[config.mk]
export PLATFORM = sky130hd
export DESIGN_NAME = pkt_task_scheduler
export DESIGN_NICKNAME = d
export VERILOG_FILES = /design/src/rtl/eer_sched_pkg.sv /design/src/rtl/pkt_task_fifo.sv /design/src/rtl/pkt_task_scheduler.sv
export SDC_FILE = /design/constraint.sdc
export NUM_CORES = 1
export LEC_CHECK = 0
export CORE_UTILIZATION = 52
export DETAILED_ROUTE_END_ITERATION = 8
export GPL_TIMING_DRIVEN = 0
export PLACE_DENSITY = 0.78
export SYNTH_ARGS = -nofsm -noshare
export SYNTH_HDL_FRONTEND = slang
export SYNTH_SLANG_ARGS = --single-unit
[constraint.sdc]
create_clock -name clk -period 2.3 [get_ports clk]
set_input_delay 0.345 -clock clk [delete_from_list [all_inputs] [get_ports clk]]
set_output_delay 0.345 -clock clk [all_outputs]
set_load 0.05 [all_outputs]
[src/rtl/eer_sched_pkg.sv]
// Shared types for the packet task scheduler.
// Task order, FIFO entry layout and FSM states.
package eer_sched_pkg;

  typedef enum logic [1:0] {
    IDLE,
    LOAD,
    START,
    WAIT
  } state_e;

  localparam int TASK_N = 4;
  localparam int T_MNI  = 0;
  localparam int T_KCH  = 1;
  localparam int T_RWD  = 2;
  localparam int T_QTU  = 3;

  typedef struct packed {
    logic              is_dest;
    logic [TASK_N-1:0] mask;
  } entry_t;

  // Lowest set bit wins: MNI > KCH > reward > QTU.
  function automatic logic [TASK_N-1:0] lsb_onehot(
    input logic [TASK_N-1:0] m
  );
    return m & (-m);
  endfunction

endpackage

[src/rtl/pkt_task_fifo.sv]
// Pending-packet FIFO for the task scheduler.
// Pointers carry a wrap bit so full and empty are unambiguous.
module pkt_task_fifo
  import eer_sched_pkg::*;
#(
  parameter int DEPTH = 4
) (
  input  logic   clk,
  input  logic   nrst,
  input  logic   push_i,
  input  entry_t din_i,
  input  logic   pop_i,
  output entry_t dout_o,
  output logic   full_o,
  output logic   empty_o
);

  localparam int AW = $clog2(DEPTH);

  logic [AW:0] wr_q;
  logic [AW:0] rd_q;
  entry_t      mem_q [DEPTH];

  assign full_o  = (wr_q[AW] != rd_q[AW]) &&
                   (wr_q[AW-1:0] == rd_q[AW-1:0]);
  assign empty_o = (wr_q == rd_q);
  assign dout_o  = mem_q[rd_q[AW-1:0]];

  always_ff @(posedge clk or negedge nrst) begin
    if (!nrst) begin
      wr_q <= '0;
      rd_q <= '0;
    end else begin
      if (push_i && !full_o)
        wr_q <= wr_q + 1'b1;
      if (pop_i && !empty_o)
        rd_q <= rd_q + 1'b1;
    end
  end

  always_ff @(posedge clk) begin
    if (push_i && !full_o)
      mem_q[wr_q[AW-1:0]] <= din_i;
  end

endmodule

[src/rtl/pkt_task_scheduler.sv]
// Serialises per-packet tasks and owns the shared node-memory grant.
// Optional WAIT watchdog compiled in with TASK_WATCHDOG_EN.
module pkt_task_scheduler
  import eer_sched_pkg::*;
#(
  parameter int FIFO_DEPTH = 4,
  parameter int WD_CYCLES  = 256,
  parameter int DROP_W     = 8
) (
  input  logic              clk,
  input  logic              nrst,
  input  logic              newpkt,
  input  logic              en_MNI,
  input  logic              en_KCH,
  input  logic              en_reward,
  input  logic              en_QTU,
  input  logic              iAmDestination,
  input  logic [TASK_N-1:0] taskDone,
  output logic [TASK_N-1:0] taskStart,
  output logic [TASK_N-1:0] memGrant,
  output logic              curIsDest,
  output logic              pktReady,
  output logic              busy,
  output logic [DROP_W-1:0] dropCount,
  output logic              wdTimeout
);

  if (FIFO_DEPTH < 2 ||
      (FIFO_DEPTH & (FIFO_DEPTH - 1)) != 0) begin : g_bad_depth
    $error("FIFO_DEPTH must be a power of 2, >= 2");
  end
  if (WD_CYCLES < 2) begin : g_bad_wd
    $error("WD_CYCLES must be >= 2");
  end

  state_e            state_q;
  state_e            state_d;
  logic [TASK_N-1:0] cur_mask_q;
  logic              cur_dest_q;
  logic [DROP_W-1:0] drop_q;

  entry_t            f_din;
  entry_t            f_dout;
  logic              f_full;
  logic              f_empty;
  logic              push_req;
  logic [TASK_N-1:0] grant_oh;
  logic              done_hit;
  logic              finish;

  always_comb begin
    f_din              = '0;
    f_din.is_dest      = iAmDestination;
    f_din.mask[T_MNI]  = en_MNI;
    f_din.mask[T_KCH]  = en_KCH;
    f_din.mask[T_RWD]  = en_reward;
    f_din.mask[T_QTU]  = en_QTU;
  end

  assign push_req = newpkt && (f_din.mask != '0);
  assign grant_oh = lsb_onehot(cur_mask_q);
  assign done_hit = (state_q == WAIT) &&
                    ((taskDone & grant_oh) != '0);

  pkt_task_fifo #(
    .DEPTH (FIFO_DEPTH)
  ) u_fifo (
    .clk     (clk),
    .nrst    (nrst),
    .push_i  (push_req),
    .din_i   (f_din),
    .pop_i   (state_q == LOAD),
    .dout_o  (f_dout),
    .full_o  (f_full),
    .empty_o (f_empty)
  );

`ifdef TASK_WATCHDOG_EN
  localparam int WDW = $clog2(WD_CYCLES) + 1;

  logic [WDW-1:0] wd_q;
  logic           wd_flag_q;
  logic           wd_hit;

  assign wd_hit = (state_q == WAIT) &&
                  (wd_q == WDW'(WD_CYCLES - 1));
  assign finish = done_hit || wd_hit;
  assign wdTimeout = wd_flag_q;

  always_ff @(posedge clk or negedge nrst) begin
    if (!nrst) begin
      wd_q      <= '0;
      wd_flag_q <= 1'b0;
    end else begin
      if (state_q == START)
        wd_q <= '0;
      else if (state_q == WAIT)
        wd_q <= wd_q + 1'b1;
      if (wd_hit && !done_hit)
        wd_flag_q <= 1'b1;
    end
  end
`else
  assign finish    = done_hit;
  assign wdTimeout = 1'b0;
`endif

  always_ff @(posedge clk or negedge nrst) begin
    if (!nrst)
      state_q <= IDLE;
    else
      state_q <= state_d;
  end

  always_comb begin
    state_d = state_q;
    unique case (state_q)
      IDLE:  if (!f_empty) state_d = LOAD;
      LOAD:  state_d = START;
      START: state_d = WAIT;
      WAIT:
        if (finish)
          state_d = ((cur_mask_q & ~grant_oh) != '0)
                    ? START : IDLE;
      default: state_d = IDLE;
    endcase
  end

  always_comb begin
    taskStart = '0;
    memGrant  = '0;
    unique case (state_q)
      START: begin
        taskStart = grant_oh;
        memGrant  = grant_oh;
      end
      WAIT:    memGrant = grant_oh;
      default: ;
    endcase
  end

  // Full is judged before the same-edge pop, so a push to a full FIFO drops.
  always_ff @(posedge clk or negedge nrst) begin
    if (!nrst) begin
      cur_mask_q <= '0;
      cur_dest_q <= 1'b0;
      drop_q     <= '0;
    end else begin
      if (state_q == LOAD) begin
        cur_mask_q <= f_dout.mask;
        cur_dest_q <= f_dout.is_dest;
      end else if (state_q == WAIT && finish) begin
        cur_mask_q <= cur_mask_q & ~grant_oh;
      end
      if (push_req && f_full && drop_q != '1)
        drop_q <= drop_q + 1'b1;
    end
  end

  assign curIsDest = cur_dest_q;
  assign pktReady  = !f_full;
  assign busy      = (state_q != IDLE) || !f_empty;
  assign dropCount = drop_q;

endmodule

==> results by stage, run 1 <==
Yosys:
- In this run the mean area of a mapped cell was 13.0 um2.
- The net count after synthesis is between 150 and 200.
- The number of enable flip-flop cells after synthesis is 20.
- In the synthesized netlist, the cells that appear most often are 21 x dfrtp_1, 20 x edfxtp_1, 13 x nand2_1.
- Yosys instantiated no cell more often than dfrtp_1.
- Sequential elements use between 50% and 60% of the synthesized area.
- In the post-synthesis netlist, the biggest area contributors are edfxtp_1 31%, dfrtp_1 27%, xor2_1 5.0%.
- The fraction of registers with async set/reset is about half.
- Summed over its instances, the top area cell type makes up a little under a third of the synthesized netlist area.
- For this run, the leading register cell type out of synthesis is dfrtp_1.
- The number of distinct library cells after synthesis is 38.
- The area of the mapped netlist is slightly below 2000 um2.
- The total number of yosys warnings is 0.
- The cell type with the highest aggregate area in the netlist is edfxtp_1.
- The count of mapped cells out of synthesis is 150.
- The register bit total from synthesis is approximately 40.

Route:
- The DRC violations left is 0.
- In the routed layout, each cell is associated on average with a via count of ~5.4.
- The total length of routed wires is 3.49 mm.
- Dividing the detail-routed wire length by the instance count gives 14.9 um.
- The total vias in the final route is 1270.
- The count of antenna-violating nets left after detailed routing is 0.
- The detailed router finished its first iteration with between 60 and 70 violations.
- Before antenna repair, the detailed router went through 4 iterations.

Critical path:
- The element type at the critical path end is an output pin.
- STA puts the critical path data arrival time at 1780 ps.
- The setup path with the least slack is of type flop to output pin.
- At the worst endpoint, the required time is ~2000 ps.
- The worst register-to-register path has a setup slack of slightly above 400 ps.
- The startpoint type of the worst setup path is a flop.
- In this run the worst path has a maximum fanout of 8.

Floorplanning:
- Once the floorplan was initialized, standard cells occupied a little under three fifths of the core.
- The standard cell core area is around 3500 um2.
- The overall die width is about 63 um.
- The floorplan step defined a die boundary enclosing 3990 um2.
- The overall die height is between 60 and 70 um.
- The placement row count is 21.
- The number of placed I/O pins is 32.

Final layout:
- After filler insertion, the fill cell instance count of the layout stands at ~280.
- The repair_antennas step left the layout with diodes totalling 0.
- Summing all flip-flop and latch instances after layout gives between 1000 and 1500 um2.
- The ratio of cells with drive above 1 in the final layout is ~12%.
- The final instance area is approximately 2400 um2.
- The multi-input gate area in the final layout is 767 um2.
- The final cell utilization of the core is slightly below 70%.
- The layout overhead on the synthesized area is 22.8%.
- The final layout net count is 205.

GRT:
- The number of antenna violations at the first check in global routing is 0.
- The global route total overflow is 0.
- Global routing used between 10% and 20% of the available tracks.
- The wire length of the first global-routing pass is around 6.1 mm.
- The via count of the first global-routing pass came to ~1300.
- The largest net degree at the start of global routing is 22.

STA:
- Subtracting the final worst setup slack from the clock period gives ~2100 ps.
- The final clock period utilization by the worst path is between 90% and 100%.
- The setup TNS is 0 ps.
- Setup repair after global routing left no endpoint under its margin.
- The highest clock frequency the design can meet is ~470 MHz.
- Across the routed clock network, the largest skew measured is roughly 4.4 ps.
- The measured slew at the worst slew-check pin is approximately 920 ps.
- The count of final setup violators is 0.
- The number of failing hold endpoints at the final stage is 0.
- The number of pins exceeding their max-slew limit in the final report is 0.
- The worst pin sits at a relative slew slack of about two fifths.

Place:
- The area after detailed placement is 2300 um2.
- The number of port buffers is 30.
- Detailed placement ended at an HPWL of about 2.6 mm.
- The weighted congestion reported at the end of routability-driven placement is around 0.8.

Clocking:
- The deepest clock path buffer count is 2.
- Clock tree synthesis selected as its root buffer the cell clkbuf_8.
- After clock tree synthesis, the clock-pin slew on the worst setup and hold paths is roughly 70 ps.
- The CTS tree is done.
- The number of buffers inserted during clock tree synthesis is 5.
- For the worst-skew pair, the clock arrives at the later sink with an insertion delay of between 200 and 300 ps.
- The clock sink count is 41.
- The post-CTS setup buffer count is 0.
- CTS built an H-tree with a depth of 2.

Pwr:
- Across the VDD grid, the largest voltage drop is 0.000822 V.
- For this design the ratio of total power to cell area is 1330 nW/um2.
- In this run the static leakage power is 1.01 nW.

Flow run:
- The max-cap violation count is 0.

Min path:
- The tightest min-delay check is of the flop to flop type.

Outcome:
- The flow ran to the end, and the final reports show no timing, DRC or antenna violations.
timing repair:
item,in CTS,in global routing
setup endpoints to repair,9,5
hold buffers,0,0
resized for setup,13,6
final timing paths:
path	depth (start not counted)	end	startpoint
min reg2reg	2	curIsDest$_DFFE_PN0P_	curIsDest$_DFFE_PN0P_
max reg2reg	4	u_fifo.mem_q[3][3]$_DFFE_PP_	u_fifo.rd_q[1]$_DFFE_PN0P_
max	5	busy	u_fifo.rd_q[1]$_DFFE_PN0P_
min	2	curIsDest$_DFFE_PN0P_	curIsDest$_DFFE_PN0P_
min in group asynchronous	1	dropCount[5]$_DFFE_PN0P_	nrst
max in group asynchronous	1	u_fifo.wr_q[0]$_DFFE_PN0P_	nrst
where the power goes:
group / switching [mW] / internal, mW / leakage (nW)
logic: 0.969 / 0.615 / 0.517
registers: 0.162 / 1.00 / 0.447
clock network: 0.231 / 0.204 / 0.0430
layout make-up:
type                       count  area share (%)
buffer                         7            1.89
timing repair buffer          30            12.3
tap                           46            2.41
sequential                    41            47.1
inverter                       5           0.786
multi-input combinational     97            32.1
clock buffer                   5            2.88
clock inverter                 3           0.524
state kept, by name, indices dropped and copies added (netlist names):
name          flops
curIsDest         1
cur_mask_q        4
dropCount         8
state_q           2
u_fifo.mem_q     20
u_fifo.rd_q       3
u_fifo.wr_q       3
cell usage in the layout, fill, tap and decap left out, types with 3 or more instances in the layout:
cell type        count
nand2_1             13
a22o_1               3
nor2b_1              4
mux4_2               3
nor4_1               3
dlygate4sd2_1        6
xor2_1              11
nor3_1               3
clkbuf_8             5
nand3_1              4
o21ai_0              4
nor2_1               8
inv_1                5
ha_1                 6
and2_1               5
edfxtp_1            20
clkdlybuf4s50_1     20
dfrtp_1             21
xnor2_1              4
clkbuf_1             4
metrics by stage:
step           std cells  total power, mW  hold WS [ps]  worst slack [ps]
2_1_floorplan        150             2.34          49.4              47.5
3_3_place_gp         226             2.72           463             -8.99
3_5_place_dp         226             2.78           470             -70.8
4_1_cts              234             3.18           488              1.31
5_1_grt              234             3.41           527              52.0
6_report             234             3.18           481               175
layer usage:
layer,routed length (um),up-vias,track usage (%)
li1,-,613,-
met1,1560,612,26.4
met2,1740,43,32.9
met3,179,2,5.80
met4,9,0,4.26
met5,0,-,0
critical path: stages, from the launching register on:
cell and delay, ps:
dfrtp_1 400, buf_6 150, xor2_1 260, nor3_2 100, nand2_1 70, dlygate4sd2_1 520
cells by family (layout without fill, tap and decap cells):
family                     Yosys count  in the layout  synth area share [%]
and+or+nand+nor                     49             49                  12.9
DFF                                 41             41                  57.9
AOI/OAI and AO/OA                   18             18                  6.95
xor gates and xnor gates            16             16                  7.59
buffers and inverters               12             50                  3.28
muxes                                7              7                  7.33
adders and majority gates            6              6                  3.86
other                                1              1                 0.193
Power figures use the tool's default switching activity.
==> inputs of run 2 (changes only) <==
CORE_ASPECT_RATIO = 0.75   (was default)
==> run 2 against run 1 <==
Die area is essentially flat. Total power grew 1.4%. Critical path depth is the same. Via count grew 1.1%. Utilization grew 1.2 points. Sequential cell count is the same. Register-to-register slack is essentially flat. Non-clock buffer count is the same. Largest cell class unchanged.
==> results by stage, run 2 (synthesis results as in run 1) <==
Outcome:
- The flow ran to the end, and the final reports show no timing, DRC or antenna violations.

Route:
- The number of iterations in the first detailed-routing pass came to 5 (+1).
- The violation count after the first detailed-routing iteration is 46 (-25%).
- The number of vias per cell is 5.39 (-0.60%).
- The total length of routed wires is 3.66 mm (+4.8%).
- The count of antenna-violating nets left after detailed routing is 0 (unchanged).
- The total vias in the final route came to 1284 (+1.1%).
- The average routed wire per standard cell is 15.4 um (+3.1%).
- The DRC violations left was 0 (unchanged).

Place:
- The number of port buffers was 30 (unchanged).
- The detailed-placement wirelength estimate was 2.65 mm (+3.3%).
- The area after detailed placement came to 2310 um2 (+0.22%).
- The weighted congestion reported at the end of routability-driven placement is 0.842 (+3.9%).

Clocking:
- The clock slew at the register clock pins of the worst setup and hold paths was 80 ps (about the same).
- The tree is rooted in a clkbuf_8.
- The clock network latency to the later pin of the worst-skew pair is 290 ps (about the same).
- The clock sink count is 41 (unchanged).
- The hold buffer count at CTS came to 0 (unchanged).
- The CTS tree is done.
- The number of buffers inserted during clock tree synthesis is 5 (unchanged).
- The deepest clock path buffer count was 2 (unchanged).
- The maximum level of the CTS H-tree is 2 (unchanged).

Final layout:
- The final layout net count is 205 (unchanged).
- Leaving out fill and tap cells, the most frequent cell in the layout is dfrtp_1.
- The filler cell count in the final layout is 240 (-15%).
- The ratio of cells with drive above 1 in the final layout is 13.3% (+1.1 points).
- The final instance area is 2400 um2 (+0.47%).
- The number of antenna cells inserted came to 0 (unchanged).
- Compared with the post-synthesis result, the final layout area differs by 23.3%.
- The number of flip-flops under the largest register name is 20 (unchanged).
- The top cell types in the final layout, fill and taps aside, are 21 x dfrtp_1, 20 x clkdlybuf4s50_1, 20 x edfxtp_1, 13 x nand2_1, 11 x xor2_1.

GRT:
- The global route total overflow is 0 (unchanged).
- The wire length of the first global-routing pass came to 6.04 mm (-1.2%).
- The via count of the first global-routing pass is 1305 (-0.84%).
- The number of antenna violations at the first check in global routing is 0 (unchanged).
- The largest net degree at the start of global routing is 22 (unchanged).
- The overall routing resource usage is 21.3% (+1.3 points).

Critical path:
- The maximum fanout along the worst path is 8 (unchanged).
- The largest individual stage delay along the critical path comes from the cell dlygate4sd2_1.
- The kind of critical path is flop to output pin.
- The beginning of the critical path is u_fifo.rd_q[0]$_DFFE_PN0P_.
- The element type at the critical path end is an output pin.
- The critical path goes through buf_6 -> xor2_1 -> nor3_2 -> nand2_1 -> dlygate4sd2_1.
- The launching point of the worst reg2reg path is u_fifo.rd_q[1]$_DFFE_PN0P_.
- STA classifies the critical path startpoint as a flop.
- The data arrival time of the critical path was 1800 ps (+20 ps).
- The delay of the slowest critical-path stage was 520 ps (about the same).
- The required time of the worst setup path is 1960 ps (about the same).
- The worst reg-to-reg setup slack came to 410 ps (about the same).

Pwr:
- The cell area power density is 1340 nW/um2 (+0.94%).
- The reported leakage power came to 0.999 nW (-0.74%).
- The worst supply voltage drop on vdd is 0.000846 V (+2.8%).
- The total power after layout is 3.23 mW (+1.4%).

Floorplanning:
- The standard cell core area came to 3420 um2 (-1.3%).
- The number of placed I/O pins was 32 (unchanged).
- The initial cell density of the core is 56.8% (+0.74 points).
- The overall die height is 55.0 um (-13%).
- The placement row count is 18 (-14%).
- The overall die width is 72.6 um (+15%).
- The floorplan die area is 3990 um2 (about the same).

STA:
- Setup repair after global routing left no endpoint under its margin.
- The final setup skew is 7.99 ps (+3.55 ps).
- The number of pins exceeding their max-slew limit in the final report is 0 (unchanged).
- The number of failing hold endpoints at the final stage came to 0 (unchanged).
- The worst-case hold slack was 493 ps (+12.1 ps).
- The measured slew at the worst slew-check pin came to 941 ps (+25.4 ps).
- The highest clock frequency the design can meet was 466 MHz (-1.0%).
- The shortest period the worst path allows was 2150 ps (+21.9 ps).
- The count of final setup violators is 0 (unchanged).
- The final clock period utilization by the worst path is 93.4% (+0.95 points).
- The headroom to the max-slew limit came to 37.0% (-1.7 points).
- The setup TNS is 0 ps (unchanged).

Min path:
- The origin of the worst min-delay path is curIsDest$_DFFE_PN0P_.
- The class of the worst hold path is flop to flop.

Flow run:
- The max-cap violation count is 0 (unchanged).
## run 2: cell types whose count changed in the layout (fill, tap and decap cells not counted), sizes merged
cell	previous run	this run
dlygate4sd2	6	7
dlymetal6s2s	1	0
## run 2: stage by stage
stage               setup WS [ps]  cells  util, %
finish                        153    238     70.1
global route                 70.1    238     70.1
CTS                          55.3    238     69.9
detailed placement          -10.9    230     67.4
global placement             4.89    230     67.4
floorplan                    47.5    150        -
## run 2: cell type report
class	count	area, um2	share of cell area (%)
inverters	5	18.8	0.782
clock buffers	5	68.8	2.87
repair buffers	30	289	12.0
flip-flops and latches	41	1130	46.9
well taps	50	62.6	2.61
plain buffers	7	45.0	1.88
multi-input cells	97	767	32.0
clock inverters	3	22.5	0.938
## run 2: layer usage
| metal | routed length, um | part of all wire [%] | track usage (%) |
|---|---|---|---|
| met1 | 1740 | 48 | 26.3 |
| met2 | 1730 | 47 | 36.9 |
| met3 | 160 | 4.4 | 5.98 |
| met4 | 22 | 0.60 | 7.52 |
| met5 | 0 | 0 | 0 |
## run 2: worst max-delay path, delay by kind of cell (launching register included)
family                 cells  cell delay [ps]
AND/OR/NAND/NOR            2              160
flip-flops                 1              400
buffers and inverters      2              680
XOR/XNOR                   1              270
## run 2: path summary, 6_finish.rpt
path | end | cells past startpoint
max | busy | 5
min in group asynchronous | u_fifo.rd_q[0]$_DFFE_PN0P_ | 1
min | curIsDest$_DFFE_PN0P_ | 2
min reg2reg | curIsDest$_DFFE_PN0P_ | 2
max in group asynchronous | cur_mask_q[3]$_DFFE_PN0P_ | 1
max reg2reg | u_fifo.mem_q[3][2]$_DFFE_PP_ | 4
## run 2: timing repair
action                     in CTS  in global routing
setup endpoints to repair      10                  4
cloned                          0                  0
gates resized for setup        14                  5
buffers inserted                0                  0
## run 2: power by group
part / switching [mW] / total, mW / internal (mW) / leakage (nW)
clock network: 0.253 / 0.468 / 0.215 / 0.0481
registers: 0.162 / 1.16 / 1.00 / 0.447
logic: 0.985 / 1.60 / 0.611 / 0.504
